### src/rtl/ex_stage_hazard_controller_pkg.sv
// ex_stage_hazard_controller_pkg: pipeline state type and opcode/func7 constants shared by the hazard controller
package riscv_pipe_pkg;
  typedef enum logic [0:0] {IDLE = 1'b0, MD_BUSY = 1'b1} state_t;
  localparam logic [6:0] OPC_LOAD   = 7'b0000011;
  localparam logic [6:0] OPC_RTYPE  = 7'b0110011;
  localparam logic [6:0] F7_MULDIV  = 7'b0000001;
endpackage

### src/rtl/ex_stage_hazard_controller_if.sv
// ex_stage_hazard_controller_if: pipeline<->hazard controller bus; master = pipeline, slave = controller; perf ports under HAZARD_PERF_CNT_EN
interface ex_stage_hazard_controller_if;
  logic [4:0] id_rs1;
  logic [4:0] id_rs2;
  logic       id_uses_rs1;
  logic       id_uses_rs2;
  logic [6:0] ex_opcode;
  logic [6:0] ex_func7;
  logic [2:0] ex_func3;
  logic [4:0] ex_rd;
  logic       ex_branch_taken;
  logic       md_done;
  logic       pc_stall;
  logic       if_id_stall;
  logic       if_id_flush;
  logic       id_ex_stall;
  logic       id_ex_flush;
  logic       md_start;
  logic       md_busy;
  logic       md_error;
`ifdef HAZARD_PERF_CNT_EN
  logic [31:0] perf_stall_cycles;
  logic [31:0] perf_flush_events;
`endif
  modport master (
    output id_rs1, id_rs2, id_uses_rs1, id_uses_rs2, ex_opcode, ex_func7, ex_func3, ex_rd,
           ex_branch_taken, md_done,
`ifdef HAZARD_PERF_CNT_EN
    input  perf_stall_cycles, perf_flush_events,
`endif
    input  pc_stall, if_id_stall, if_id_flush, id_ex_stall, id_ex_flush, md_start, md_busy, md_error
  );
  modport slave (
    input  id_rs1, id_rs2, id_uses_rs1, id_uses_rs2, ex_opcode, ex_func7, ex_func3, ex_rd,
           ex_branch_taken, md_done,
`ifdef HAZARD_PERF_CNT_EN
    output perf_stall_cycles, perf_flush_events,
`endif
    output pc_stall, if_id_stall, if_id_flush, id_ex_stall, id_ex_flush, md_start, md_busy, md_error
  );
endinterface

### src/rtl/ex_stage_hazard_controller_load_use_detect.sv
// load_use_detect: combinational load-use compare of EX load destination against ID sources (i_* operands, o_lu result)
module load_use_detect (
  input  logic       i_is_load,
  input  logic [4:0] i_ex_rd,
  input  logic [4:0] i_id_rs1,
  input  logic [4:0] i_id_rs2,
  input  logic       i_uses_rs1,
  input  logic       i_uses_rs2,
  output logic       o_lu
);
  assign o_lu = i_is_load && (i_ex_rd != 5'd0) &&
                ((i_uses_rs1 && i_id_rs1 == i_ex_rd) || (i_uses_rs2 && i_id_rs2 == i_ex_rd));
endmodule

### src/rtl/ex_stage_hazard_controller.sv
// ex_stage_hazard_controller: stall/flush sequencer (clk, async active-low rst, bus slave modport); optional HAZARD_PERF_CNT_EN perf counters
module ex_stage_hazard_controller
  import riscv_pipe_pkg::*;
#(
  parameter int MD_TIMEOUT = 64,
  parameter int TO_W       = 16
) (
  input  logic clk,
  input  logic rst,
  ex_stage_hazard_controller_if.slave bus
);
  state_t          r_state;
  logic [TO_W-1:0] r_cnt;
  logic            r_err;
  logic w_is_load, w_is_div, w_lu, w_busy, w_to, w_rel, w_hold, w_br, w_lu_act;
  logic w_unused;
  assign w_unused  = ^bus.ex_func3[1:0];
  assign w_is_load = bus.ex_opcode == OPC_LOAD;
  assign w_is_div  = bus.ex_opcode == OPC_RTYPE && bus.ex_func7 == F7_MULDIV && bus.ex_func3[2];
  load_use_detect u_lu (
    .i_is_load (w_is_load),
    .i_ex_rd   (bus.ex_rd),
    .i_id_rs1  (bus.id_rs1),
    .i_id_rs2  (bus.id_rs2),
    .i_uses_rs1(bus.id_uses_rs1),
    .i_uses_rs2(bus.id_uses_rs2),
    .o_lu      (w_lu)
  );
  assign w_busy   = r_state == MD_BUSY;
  assign w_to     = r_cnt == TO_W'(MD_TIMEOUT - 1);
  // release (done or timeout) drops the stall in the same cycle so ID/EX advances on that edge
  assign w_rel    = w_busy && (bus.md_done || w_to);
  // outputs are gated by rst so everything reads 0 while reset is held
  assign w_hold   = rst && ((w_busy && !w_rel) || (!w_busy && w_is_div));
  assign w_br     = rst && !w_hold && bus.ex_branch_taken;
  assign w_lu_act = rst && !w_hold && !bus.ex_branch_taken && w_lu;
  assign bus.pc_stall    = w_hold || w_lu_act;
  assign bus.if_id_stall = w_hold || w_lu_act;
  assign bus.if_id_flush = w_br;
  assign bus.id_ex_stall = w_hold;
  assign bus.id_ex_flush = w_br || w_lu_act;
  assign bus.md_start    = rst && !w_busy && w_is_div;
  assign bus.md_busy     = rst && w_busy;
  assign bus.md_error    = r_err;
  always_ff @(posedge clk or negedge rst) begin
    if (!rst) begin
      r_state <= IDLE;
      r_cnt   <= '0;
      r_err   <= 1'b0;
    end else begin
      r_state <= w_busy ? (w_rel ? IDLE : MD_BUSY) : (w_is_div ? MD_BUSY : IDLE);
      r_cnt   <= w_busy ? r_cnt + 1'b1 : '0;
      r_err   <= r_err || (w_busy && !bus.md_done && w_to);
    end
  end
`ifdef HAZARD_PERF_CNT_EN
  logic [31:0] r_stall_cnt, r_flush_cnt;
  always_ff @(posedge clk or negedge rst) begin
    if (!rst) begin
      r_stall_cnt <= '0;
      r_flush_cnt <= '0;
    end else begin
      r_stall_cnt <= r_stall_cnt + 32'(bus.pc_stall);
      r_flush_cnt <= r_flush_cnt + 32'(bus.if_id_flush);
    end
  end
  assign bus.perf_stall_cycles = r_stall_cnt;
  assign bus.perf_flush_events = r_flush_cnt;
`endif
endmodule

### src/flat_wrapper.sv
// flat-port wrapper written by rule: the top's interface ports become plain ports
module ex_stage_hazard_controller_flat import riscv_pipe_pkg::*;
#(
  parameter int MD_TIMEOUT = 64,
  parameter int TO_W       = 16
)
  (clk, rst, bus_id_rs1, bus_id_rs2, bus_id_uses_rs1, bus_id_uses_rs2, bus_ex_opcode, bus_ex_func7, bus_ex_func3, bus_ex_rd, bus_ex_branch_taken, bus_md_done, bus_pc_stall, bus_if_id_stall, bus_if_id_flush, bus_id_ex_stall, bus_id_ex_flush, bus_md_start, bus_md_busy, bus_md_error);
  ex_stage_hazard_controller_if bus_i ();
  input  logic clk;
  input  logic rst;
  input wire logic [$bits(bus_i.id_rs1)-1:0] bus_id_rs1;
  input wire logic [$bits(bus_i.id_rs2)-1:0] bus_id_rs2;
  input wire logic [$bits(bus_i.id_uses_rs1)-1:0] bus_id_uses_rs1;
  input wire logic [$bits(bus_i.id_uses_rs2)-1:0] bus_id_uses_rs2;
  input wire logic [$bits(bus_i.ex_opcode)-1:0] bus_ex_opcode;
  input wire logic [$bits(bus_i.ex_func7)-1:0] bus_ex_func7;
  input wire logic [$bits(bus_i.ex_func3)-1:0] bus_ex_func3;
  input wire logic [$bits(bus_i.ex_rd)-1:0] bus_ex_rd;
  input wire logic [$bits(bus_i.ex_branch_taken)-1:0] bus_ex_branch_taken;
  input wire logic [$bits(bus_i.md_done)-1:0] bus_md_done;
  output wire logic [$bits(bus_i.pc_stall)-1:0] bus_pc_stall;
  output wire logic [$bits(bus_i.if_id_stall)-1:0] bus_if_id_stall;
  output wire logic [$bits(bus_i.if_id_flush)-1:0] bus_if_id_flush;
  output wire logic [$bits(bus_i.id_ex_stall)-1:0] bus_id_ex_stall;
  output wire logic [$bits(bus_i.id_ex_flush)-1:0] bus_id_ex_flush;
  output wire logic [$bits(bus_i.md_start)-1:0] bus_md_start;
  output wire logic [$bits(bus_i.md_busy)-1:0] bus_md_busy;
  output wire logic [$bits(bus_i.md_error)-1:0] bus_md_error;
  assign bus_i.id_rs1 = bus_id_rs1;
  assign bus_i.id_rs2 = bus_id_rs2;
  assign bus_i.id_uses_rs1 = bus_id_uses_rs1;
  assign bus_i.id_uses_rs2 = bus_id_uses_rs2;
  assign bus_i.ex_opcode = bus_ex_opcode;
  assign bus_i.ex_func7 = bus_ex_func7;
  assign bus_i.ex_func3 = bus_ex_func3;
  assign bus_i.ex_rd = bus_ex_rd;
  assign bus_i.ex_branch_taken = bus_ex_branch_taken;
  assign bus_i.md_done = bus_md_done;
  assign bus_pc_stall = bus_i.pc_stall;
  assign bus_if_id_stall = bus_i.if_id_stall;
  assign bus_if_id_flush = bus_i.if_id_flush;
  assign bus_id_ex_stall = bus_i.id_ex_stall;
  assign bus_id_ex_flush = bus_i.id_ex_flush;
  assign bus_md_start = bus_i.md_start;
  assign bus_md_busy = bus_i.md_busy;
  assign bus_md_error = bus_i.md_error;
  ex_stage_hazard_controller #(.MD_TIMEOUT(MD_TIMEOUT), .TO_W(TO_W)) u_core (.clk(clk), .rst(rst), .bus(bus_i));
endmodule
### config.mk
export PLATFORM = sky130hd
export DESIGN_NAME = ex_stage_hazard_controller_flat
export DESIGN_NICKNAME = d
export VERILOG_FILES = /design/src/rtl/ex_stage_hazard_controller_pkg.sv /design/src/rtl/ex_stage_hazard_controller_if.sv /design/src/rtl/ex_stage_hazard_controller_load_use_detect.sv /design/src/rtl/ex_stage_hazard_controller.sv /design/src/flat_wrapper.sv
export SDC_FILE = /design/constraint.sdc
export NUM_CORES = 1
export LEC_CHECK = 0
export ABC_AREA = 1
export CORE_ASPECT_RATIO = 0.6
export CORE_UTILIZATION = 48
export DETAILED_ROUTE_END_ITERATION = 7
export GPL_ROUTABILITY_DRIVEN = 0
export PLACE_DENSITY_LB_ADDON = 0.15
export SLEW_MARGIN = 25
export SYNTH_ARGS = -nofsm -noshare
export SYNTH_HDL_FRONTEND = slang
export SYNTH_SLANG_ARGS = --single-unit
### constraint.sdc
create_clock -name clk -period 4.1 [get_ports clk]
set_clock_uncertainty 0.1 [all_clocks]
set_input_delay 1.23 -clock clk [delete_from_list [all_inputs] [get_ports clk]]
set_output_delay 1.23 -clock clk [all_outputs]
set_load 0.01 [all_outputs]
* Word level (Yosys, flattened, before mapping)
Index checks and enable logic that the tools add are counted.
Storage, ports and cells: register bits after elaboration 18, input port bits 38, output and inout port bits 8, logic and storage cells 45
Cells by class: add/subtract/negate cells 1, eq/ne operators 6, mux-type cells 4, reduce and logical (&&, ||, !) cells 31
Operator list (number):
- $logic_and 1x1->1 | 19
- $add 16x1->16 const B | 1
- $eq 16x6->1 const B | 1
- $mux 16 | 1
- $eq 5x5->1 | 2
- $eq 7x1->1 const B | 1
- $eq 7x2->1 const B | 1
- $eq 7x6->1 const B | 1
- $logic_or 1x1->1 | 6
- $logic_not 1->1 | 5
- $reduce_bool 5->1 | 1
- $mux 1 | 3

* Depth between registers and ports, before layout
Gate-level depths: netlist of the first run.
depth in word-level cells 12, depth in mapped cells 9, gate-level depth less buffers 9

* By module
Synthesis of the first run repeated with hierarchy kept, for this count alone.
Second synthesis, totals: cells, all modules 195, area total of the unflattened synthesis 1258.7 um^2
By module, submodules not included:
- ex_stage_hazard_controller | times used 1, cells each 140, area an instance 1042.2 um^2, sequential area each 450.4 um^2
- load_use_detect | times used 1, cells each 55, area an instance 216.5 um^2, sequential area each 0.0 um^2

* Worst setup path after synthesis of the first run
OpenSTA, ideal clock, no wires.
kind input to output, start input bus_ex_func7[3], end output bus_pc_stall, arrival 2270 ps, data required time 2770 ps, path slack 500 ps, stages on the path 7, cell sequence or2_2 nor2_1 nand2_1 nor2_1 a21oi_2 a21oi_1 buf_4
On the way: cells in the longest elaborated chain, start to end 11
Ends and longest elaborated chain:
- start: declaration | RTL line flat_wrapper.sv:16 | input wire logic [$bits(bus_i.ex_func7)-1:0] bus_ex_func7;
- $eq 7x1->1 * | RTL line ex_stage_hazard_controller.sv:19 | assign w_is_div = bus.ex_opcode == OPC_RTYPE && bus.ex_func7 == F7_MULDIV && bus.ex_func3[2];
- $logic_and 1x1->1 * (2 in series) | RTL line ex_stage_hazard_controller.sv:19
- $logic_and 1x1->1 * | RTL line ex_stage_hazard_controller.sv:34 | assign w_hold = rst && ((w_busy && !w_rel) || (!w_busy && w_is_div));
- $logic_or 1x1->1 * | RTL line ex_stage_hazard_controller.sv:34
- $logic_and 1x1->1 * | RTL line ex_stage_hazard_controller.sv:34
- $logic_not 1->1 | RTL line ex_stage_hazard_controller.sv:36 | assign w_lu_act = rst && !w_hold && !bus.ex_branch_taken && w_lu;
- $logic_and 1x1->1 (3 in series) | RTL line ex_stage_hazard_controller.sv:36
- $logic_or 1x1->1 *
- end: declaration | RTL line flat_wrapper.sv:21 | output wire logic [$bits(bus_i.pc_stall)-1:0] bus_pc_stall;
Mark *: on every way between the ends. The rest lies on a longest branch, timed or not.

* Worst setup path after layout of the first run
start input bus_ex_rd[3], end output bus_if_id_stall
On the way: cells in the longest elaborated chain, start to end 6, elaborated cells between the ends (all ways) 10, those cells by class 2 x eq/ne; 8 x reduce/logical
Ends and longest elaborated chain:
- start: declaration | RTL line flat_wrapper.sv:18 | input wire logic [$bits(bus_i.ex_rd)-1:0] bus_ex_rd;
- $eq 5x5->1 | RTL line ex_stage_hazard_controller_load_use_detect.sv:12 | ((i_uses_rs1 && i_id_rs1 == i_ex_rd) || (i_uses_rs2 && i_id_rs2 == i_ex_rd));
- $logic_and 1x1->1 | RTL line ex_stage_hazard_controller_load_use_detect.sv:12
- $logic_or 1x1->1 | RTL line ex_stage_hazard_controller_load_use_detect.sv:12
- $logic_and 1x1->1 * | RTL line ex_stage_hazard_controller_load_use_detect.sv:11 | assign o_lu = i_is_load && (i_ex_rd != 5'd0) &&
- $logic_and 1x1->1 * | RTL line ex_stage_hazard_controller.sv:36
- $logic_or 1x1->1 * | RTL line ex_stage_hazard_controller.sv:38 | assign bus.if_id_stall = w_hold || w_lu_act;
- end: declaration | RTL line flat_wrapper.sv:22 | output wire logic [$bits(bus_i.if_id_stall)-1:0] bus_if_id_stall;
Marks and branches as above.

==> results of run 1 <==
-- cell usage in the layout, fill, tap and decap left out, types with 4 or more instances in the layout --
| cell type | instances |
|---|---|
| nor2_1 | 34 |
| a21oi_1 | 6 |
| nand2_1 | 60 |
| o21ai_0 | 5 |
| dfrtp_1 | 18 |
| clkdlybuf4s50_1 | 37 |
| inv_1 | 38 |
| nand3_1 | 6 |
| nand2_2 | 5 |
| nand3_2 | 4 |
| buf_4 | 6 |
| nor2_2 | 8 |
-- worst min path at each step --
| stage | from | endpoint | cells past startpoint |
|---|---|---|---|
| 3_3_place_gp | u_core.bus.md_error$_DFF_PN0_ | u_core.bus.md_error$_DFF_PN0_ | 1 |
| 3_5_place_dp | u_core.bus.md_error$_DFF_PN0_ | u_core.bus.md_error$_DFF_PN0_ | 1 |
| 6_report | u_core.bus.md_error$_DFF_PN0_ | u_core.bus.md_error$_DFF_PN0_ | 1 |
| 4_1_cts | u_core.r_cnt[0]$_DFF_PN0_ | u_core.r_cnt[0]$_DFF_PN0_ | 1 |
| 2_1_floorplan | u_core.r_cnt[0]$_DFF_PN0_ | u_core.r_cnt[0]$_DFF_PN0_ | 1 |
| 5_1_grt | u_core.bus.md_error$_DFF_PN0_ | u_core.bus.md_error$_DFF_PN0_ | 1 |
-- cell families (layout without fill, tap and decap cells) --
kind of cell	count (synthesis)	count (layout)	share of synthesized area (%)
simple gates	123	123	41.6
buf+inv	43	93	13.0
flops	18	18	35.3
compound gates	17	17	7.74
xor+xnor	2	2	1.37
fa+ha+maj	1	1	0.979
-- state kept, by name (all words and copies together) (netlist names) --
register / count
u_core.r_cnt: 16
u_core.bus.md_error: 1
u_core.r_state: 1
-- worst reg2reg max path: stages (launching register included) --
cell and delay, ns:
dfrtp_1 0.38, ha_1 0.18, nand2_1 0.08, nor2_2 0.18, nand3_1 0.18, a21oi_2 0.24, buf_4 0.15, inv_1 0.04
-- where the power goes --
group | leakage, nW | internal [W] | switching [W]
combinational | 0.665 | 0.0000421 | 0.0000267
sequential | 0.249 | 0.000178 | 0.000000221
clock | 0.0216 | 0.0000652 | 0.0000547
total | 0.936 | 0.000285 | 0.0000816
-- repair_timing --
| action | 4_1_cts | 5_1_grt |
|---|---|---|
| endpoints found under the setup margin | 6 | 4 |
| pin swaps | 0 | 2 |
| resized for setup | 11 | 10 |
-- cell type report --
cell class | count | share of cell area (%)
multi-input cells | 143 | 37.2
repair buffers | 49 | 25.2
flip-flops and latches | 18 | 24.7
inverters | 41 | 8.45
clock buffers | 3 | 2.27
well taps | 32 | 2.20
-- metrics by stage --
stage                     area (µm²)  hold WS (ns)  power [W]  setup TNS, ns  util (%)
after floorplan                 1280         0.352   0.000201              0         -
after global placement          1780         0.367   0.000249          -1.12      71.1
after detailed placement        1780         0.370   0.000250          -1.33      71.1
after CTS                       1820         0.386   0.000370       -0.00253      72.8
after global routing            1820         0.407   0.000385       -0.00331      72.7
final                           1820         0.376   0.000367              0      72.7
-- per-layer routing --
| layer | routed length (µm) | up-vias | global-route usage (%) |
|---|---|---|---|
| met4 | 83 | 0 | 7.50 |
| met2 | 1330 | 35 | 38.8 |
| met1 | 1520 | 596 | 34.7 |
| met3 | 200 | 10 | 7.14 |
| li1 | - | 704 | - |
| met5 | 0 | - | 0 |
==> results.json, run 1 <==
{
  "outcome": "completed",
  "max_cap_violations": 0,
  "worstSetupPathType": "primary input to primary output",
  "final_nets": 295,
  "grt_usage_pct": 25.4,
  "grt_pass1_vias": 1237,
  "syn_inst": 204,
  "drc_errors": 0,
  "vias_per_cell": 4.70,
  "synth_edf_count": 0,
  "start_kind": "primary input",
  "post-place-ws_ns": -0.335,
  "fin_crit_ns": 4.01,
  "postCtsHoldBufs": 0,
  "clk_latency_ns": 0.25,
  "synth_area_per_cell_um2": 6.26,
  "arrival_ns": 2.68,
  "vias": 1345,
  "path_clk_slew_ns": 0.06,
  "cts-buffers-inserted": 3,
  "synth.area.top_cells": "dfrtp_1 (35%), nand2_1 (18%), inv_1 (11%)",
  "grt_pass1_wl_um": 5270,
  "tightest_slew_ns": 0.254,
  "worst_slack_ns": 0.0896,
  "syn-num-nets": 243,
  "worst_path_max_delay_cell": "clkdlybuf4s50_1",
  "required_ns": 2.77,
  "cp_common_cell": "nand2_1",
  "die_h_um": 42.0,
  "crit_chain": "clkdlybuf4s50_1, inv_1, nand2_1, nand2_1, nor2_2, nand3_1, nand2_1, nand2_1, a21oi_2, buf_2",
  "relSlewSlack_pct": 83.0,
  "p_leak_nw": 0.936,
  "syn_to_final_growth_pct": 42.5,
  "design.die.area_mm2": 0.00288,
  "path_buf_inv": 3,
  "setup-violations-final": 0,
  "ys_top_cells_by_count": "nand2_1 (60), inv_1 (39), nor2_1 (37), dfrtp_1 (18)",
  "fillerInstances": 224,
  "dp.cells": 283,
  "synth_largest_area_cell": "dfrtp_1",
  "hpwl_um": 2550,
  "htree_levels": 1,
  "firstDrtPassIters": 4,
  "yosysMostFrequentCell": "nand2_1",
  "rrSetupSlack_ns": 2.48,
  "hp-class": "register to register",
  "yosysUniqueCellTypes": 24,
  "final_max_slew_viol_count": 0,
  "yosys_warnings": 0,
  "drive_gt1_share_pct": 15.0,
  "hold_viol_final": 0,
  "clockRootBuffer": "clkbuf_8",
  "max_stage_delay_ns": 0.51,
  "cp.depth": 10,
  "wirelength_um": 3130,
  "ys_ff_latch": 18,
  "yosysSeqAreaShare_pct": 35.3,
  "ant_nets": 0,
  "grt_antenna_before_repair": 0,
  "rr_endpoint": "u_core.r_state$_DFF_PN0_",
  "finalCritPeriodShare_pct": 97.8,
  "grt_max_degree": 14,
  "p_per_area_mw_per_mm2": 202,
  "worstSetupEndpointType": "primary output",
  "ff_latch_area_um2": 450,
  "max_freq_mhz": 249,
  "async_reset_ff_share_pct": 100,
  "synth_top_area_share_pct": 35.3,
  "cts_buffer_depth": 2,
  "final_cell_count_no_fill": 286,
  "wl_per_cell_um": 11.0,
  "ys.flop_type": "dfrtp_1",
  "io_buffers": 43,
  "rr_startpoint": "u_core.r_cnt[0]$_DFF_PN0_",
  "multi_input_area_um2": 677,
  "ios": 46,
  "initial_core_util_pct": 51.0,
  "startpoint": "bus_ex_rd[3]",
  "diodes": 0,
  "crit_end": "bus_if_id_stall",
  "cts.sinks": 18,
  "cts_tree": "yes",
  "first_iter_violations": 87,
  "reg2reg_depth": 7,
  "cpLargestDelayFamily": "buffers and inverters",
  "rows": 14,
  "overflow": 0,
  "coreArea_mm2": 0.00250,
  "ir_drop_mv": 0.195,
  "die_x_um": 68.6,
  "post_cts_buffers": 0,
  "path_max_fanout": 3,
  "syn_area_mm2": 0.00128
}
Power figures use the tool's default switching activity.
==> run 2: changes to the inputs <==
CORE_MARGIN = 8   (was unset)
==> run 2 against run 1 <==
Die area up 61%. Final cell count increased by 0.35%. First-iteration DRC count fell by 41%.
==> results.json, run 2 (synthesis results as in run 1) <==
{
  "io_buffers": 43,
  "tightest_slew_ns": 0.245,
  "fillerInstances": 215,
  "final_max_slew_viol_count": 0,
  "finalPower_w": 0.000388,
  "largest_reg_flops": 16,
  "startpoint": "bus_ex_func7[3]",
  "hold_path_depth": 1,
  "cts_buffer_depth": 2,
  "wl_per_cell_um": 10.8,
  "cp_common_cell": "nor2_1",
  "ios": 46,
  "postCtsHoldBufs": 0,
  "vias": 1272,
  "power.share.sequential_pct": 45.9,
  "fin_crit_ns": 4.01,
  "setup-violations-final": 0,
  "dpl_cell_area_mm2": 0.00178,
  "final_nets": 295,
  "ant_nets": 0,
  "coreArea_mm2": 0.00252,
  "die_h_um": 56.0,
  "ir_drop_mv": 0.148,
  "final_cell_count_no_fill": 287,
  "diodes": 0,
  "final_area_mm2": 0.00183,
  "first_iter_violations": 51,
  "max_stage_delay_ns": 0.39,
  "cts_tree": "yes",
  "worstSetupPathType": "primary input to primary output",
  "required_ns": 2.77,
  "outcome": "completed",
  "hpwl_um": 2690,
  "dp.cells": 283,
  "syn_to_final_growth_pct": 43.3,
  "start_kind": "primary input",
  "cts.sinks": 18,
  "drc_errors": 0,
  "htree_levels": 1,
  "drive_gt1_share_pct": 14.1,
  "internal-power_w": 0.000305,
  "final_cell_mix": "nand2_1 (60), inv_1 (39), nor2_1 (36), clkdlybuf4s50_1 (36), dfrtp_1 (18)",
  "p_per_area_mw_per_mm2": 212,
  "grt_usage_pct": 14.6,
  "worst_path_max_delay_cell": "clkdlybuf4s50_1",
  "relSlewSlack_pct": 83.6,
  "vias_per_cell": 4.43,
  "min-delay-start": "u_core.bus.md_error$_DFF_PN0_",
  "path_max_fanout": 2,
  "post_cts_buffers": 0,
  "fin_hold_ws_ns": 0.384,
  "firstDrtPassIters": 4,
  "clkPwrFrac_pct": 36.9,
  "rows": 14,
  "clockRootBuffer": "clkbuf_8",
  "power_frac_comb_pct": 17.2,
  "crit_chain": "clkdlybuf4s50_1, or2_2, nor2_1, nand2_1, nor2_2, inv_1, nand3_2, nor2_1, dlygate4sd2_1",
  "wirelength_um": 3110,
  "arrival_ns": 2.68,
  "final_common_cell": "nand2_1",
  "grt_antenna_before_repair": 0,
  "max_freq_mhz": 249,
  "hold_viol_final": 0,
  "rr_startpoint": "u_core.r_cnt[0]$_DFF_PN0_",
  "finalCritPeriodShare_pct": 97.9,
  "fin_util_pct": 72.6,
  "regMostFlops": "u_core.r_cnt",
  "worstSetupEndpointType": "primary output",
  "clk_latency_ns": 0.25,
  "overflow": 0,
  "grt_pass1_vias": 1222,
  "grt_max_degree": 12,
  "hp-class": "register to register",
  "rsz0062_at_grt": "true",
  "max_cap_violations": 0,
  "path_clk_slew_ns": 0.06,
  "p_sw_share_pct": 21.5,
  "p_leak_nw": 0.953,
  "switchingPower_w": 0.0000834,
  "design.die.area_mm2": 0.00462,
  "grt_pass1_wl_um": 5460,
  "initial_core_util_pct": 50.6,
  "die_x_um": 82.6,
  "reg2reg_depth": 7,
  "cts-buffers-inserted": 3
}
-- run 2: cell types whose count changed in the layout (fill, tap and decap cells not counted) --
cell / previous run / this run
clkbuf_2: 1 / 3
dlymetal6s2s_1: 0 / 1
inv_2: 3 / 2
clkbuf_8: 3 / 4
inv_1: 38 / 39
nor2_2: 8 / 6
nor2_1: 34 / 36
dlygate4sd2_1: 2 / 3
buf_2: 2 / 0
clkdlybuf4s15_1: 1 / 0
clkdlybuf4s50_1: 37 / 36
-- run 2: worst max-delay path: cells and delay by family --
family | cells | cell delay (ns)
buffers and inverters | 3 | 0.75
and+or+nand+nor | 6 | 0.70
-- run 2: metal layers --
layer,up-vias,track usage [%],wire length (µm)
met4,0,2.20,8
met1,534,20.5,1540
met5,-,0,0
met3,2,4.35,211
met2,30,21.7,1350
li1,706,-,-
-- run 2: metrics by stage --
stage,setup WS (ns),setup TNS (ns)
3_5_place_dp,-0.279,-1.18
3_3_place_gp,-0.283,-1.20
5_1_grt,-0.0140,-0.0140
4_1_cts,0.0428,0
2_1_floorplan,0.500,0
6_report,0.0873,0
-- run 2: worst paths after layout --
path | end | slack [ns]
worst min register to register | u_core.bus.md_error$_DFF_PN0_ | 0.38
max in group asynchronous | u_core.r_cnt[12]$_DFF_PN0_ | 2.39
min in group asynchronous | u_core.r_cnt[8]$_DFF_PN0_ | 1.35
worst max register to register | u_core.r_state$_DFF_PN0_ | 2.52
worst min-delay path | u_core.bus.md_error$_DFF_PN0_ | 0.38
worst max-delay path | bus_if_id_flush | 0.09
-- run 2: final cells by class --
type	instances	area, µm²	share of cell area [%]
timing repair buffer	49	459	25.1
clock buffer	4	55.1	3.01
tap	32	40.0	2.19
sequential	18	450	24.6
inverter	41	154	8.41
multi-input combinational	143	672	36.7
-- run 2: power by group through the flow --
stage | registers (W) | clock network (W) | logic, W
after floorplan | 0.000182 | 0 | 0.0000195
after global placement | 0.000182 | 0 | 0.0000673
after detailed placement | 0.000182 | 0 | 0.0000682
after CTS | 0.000178 | 0.000146 | 0.0000677
after global routing | 0.000178 | 0.000154 | 0.0000750
final | 0.000178 | 0.000143 | 0.0000669
-- run 2: timing repair --
action	in CTS	in global routing
resized for setup	7	9
endpoints found under the setup margin	6	4
pin swaps	0	1
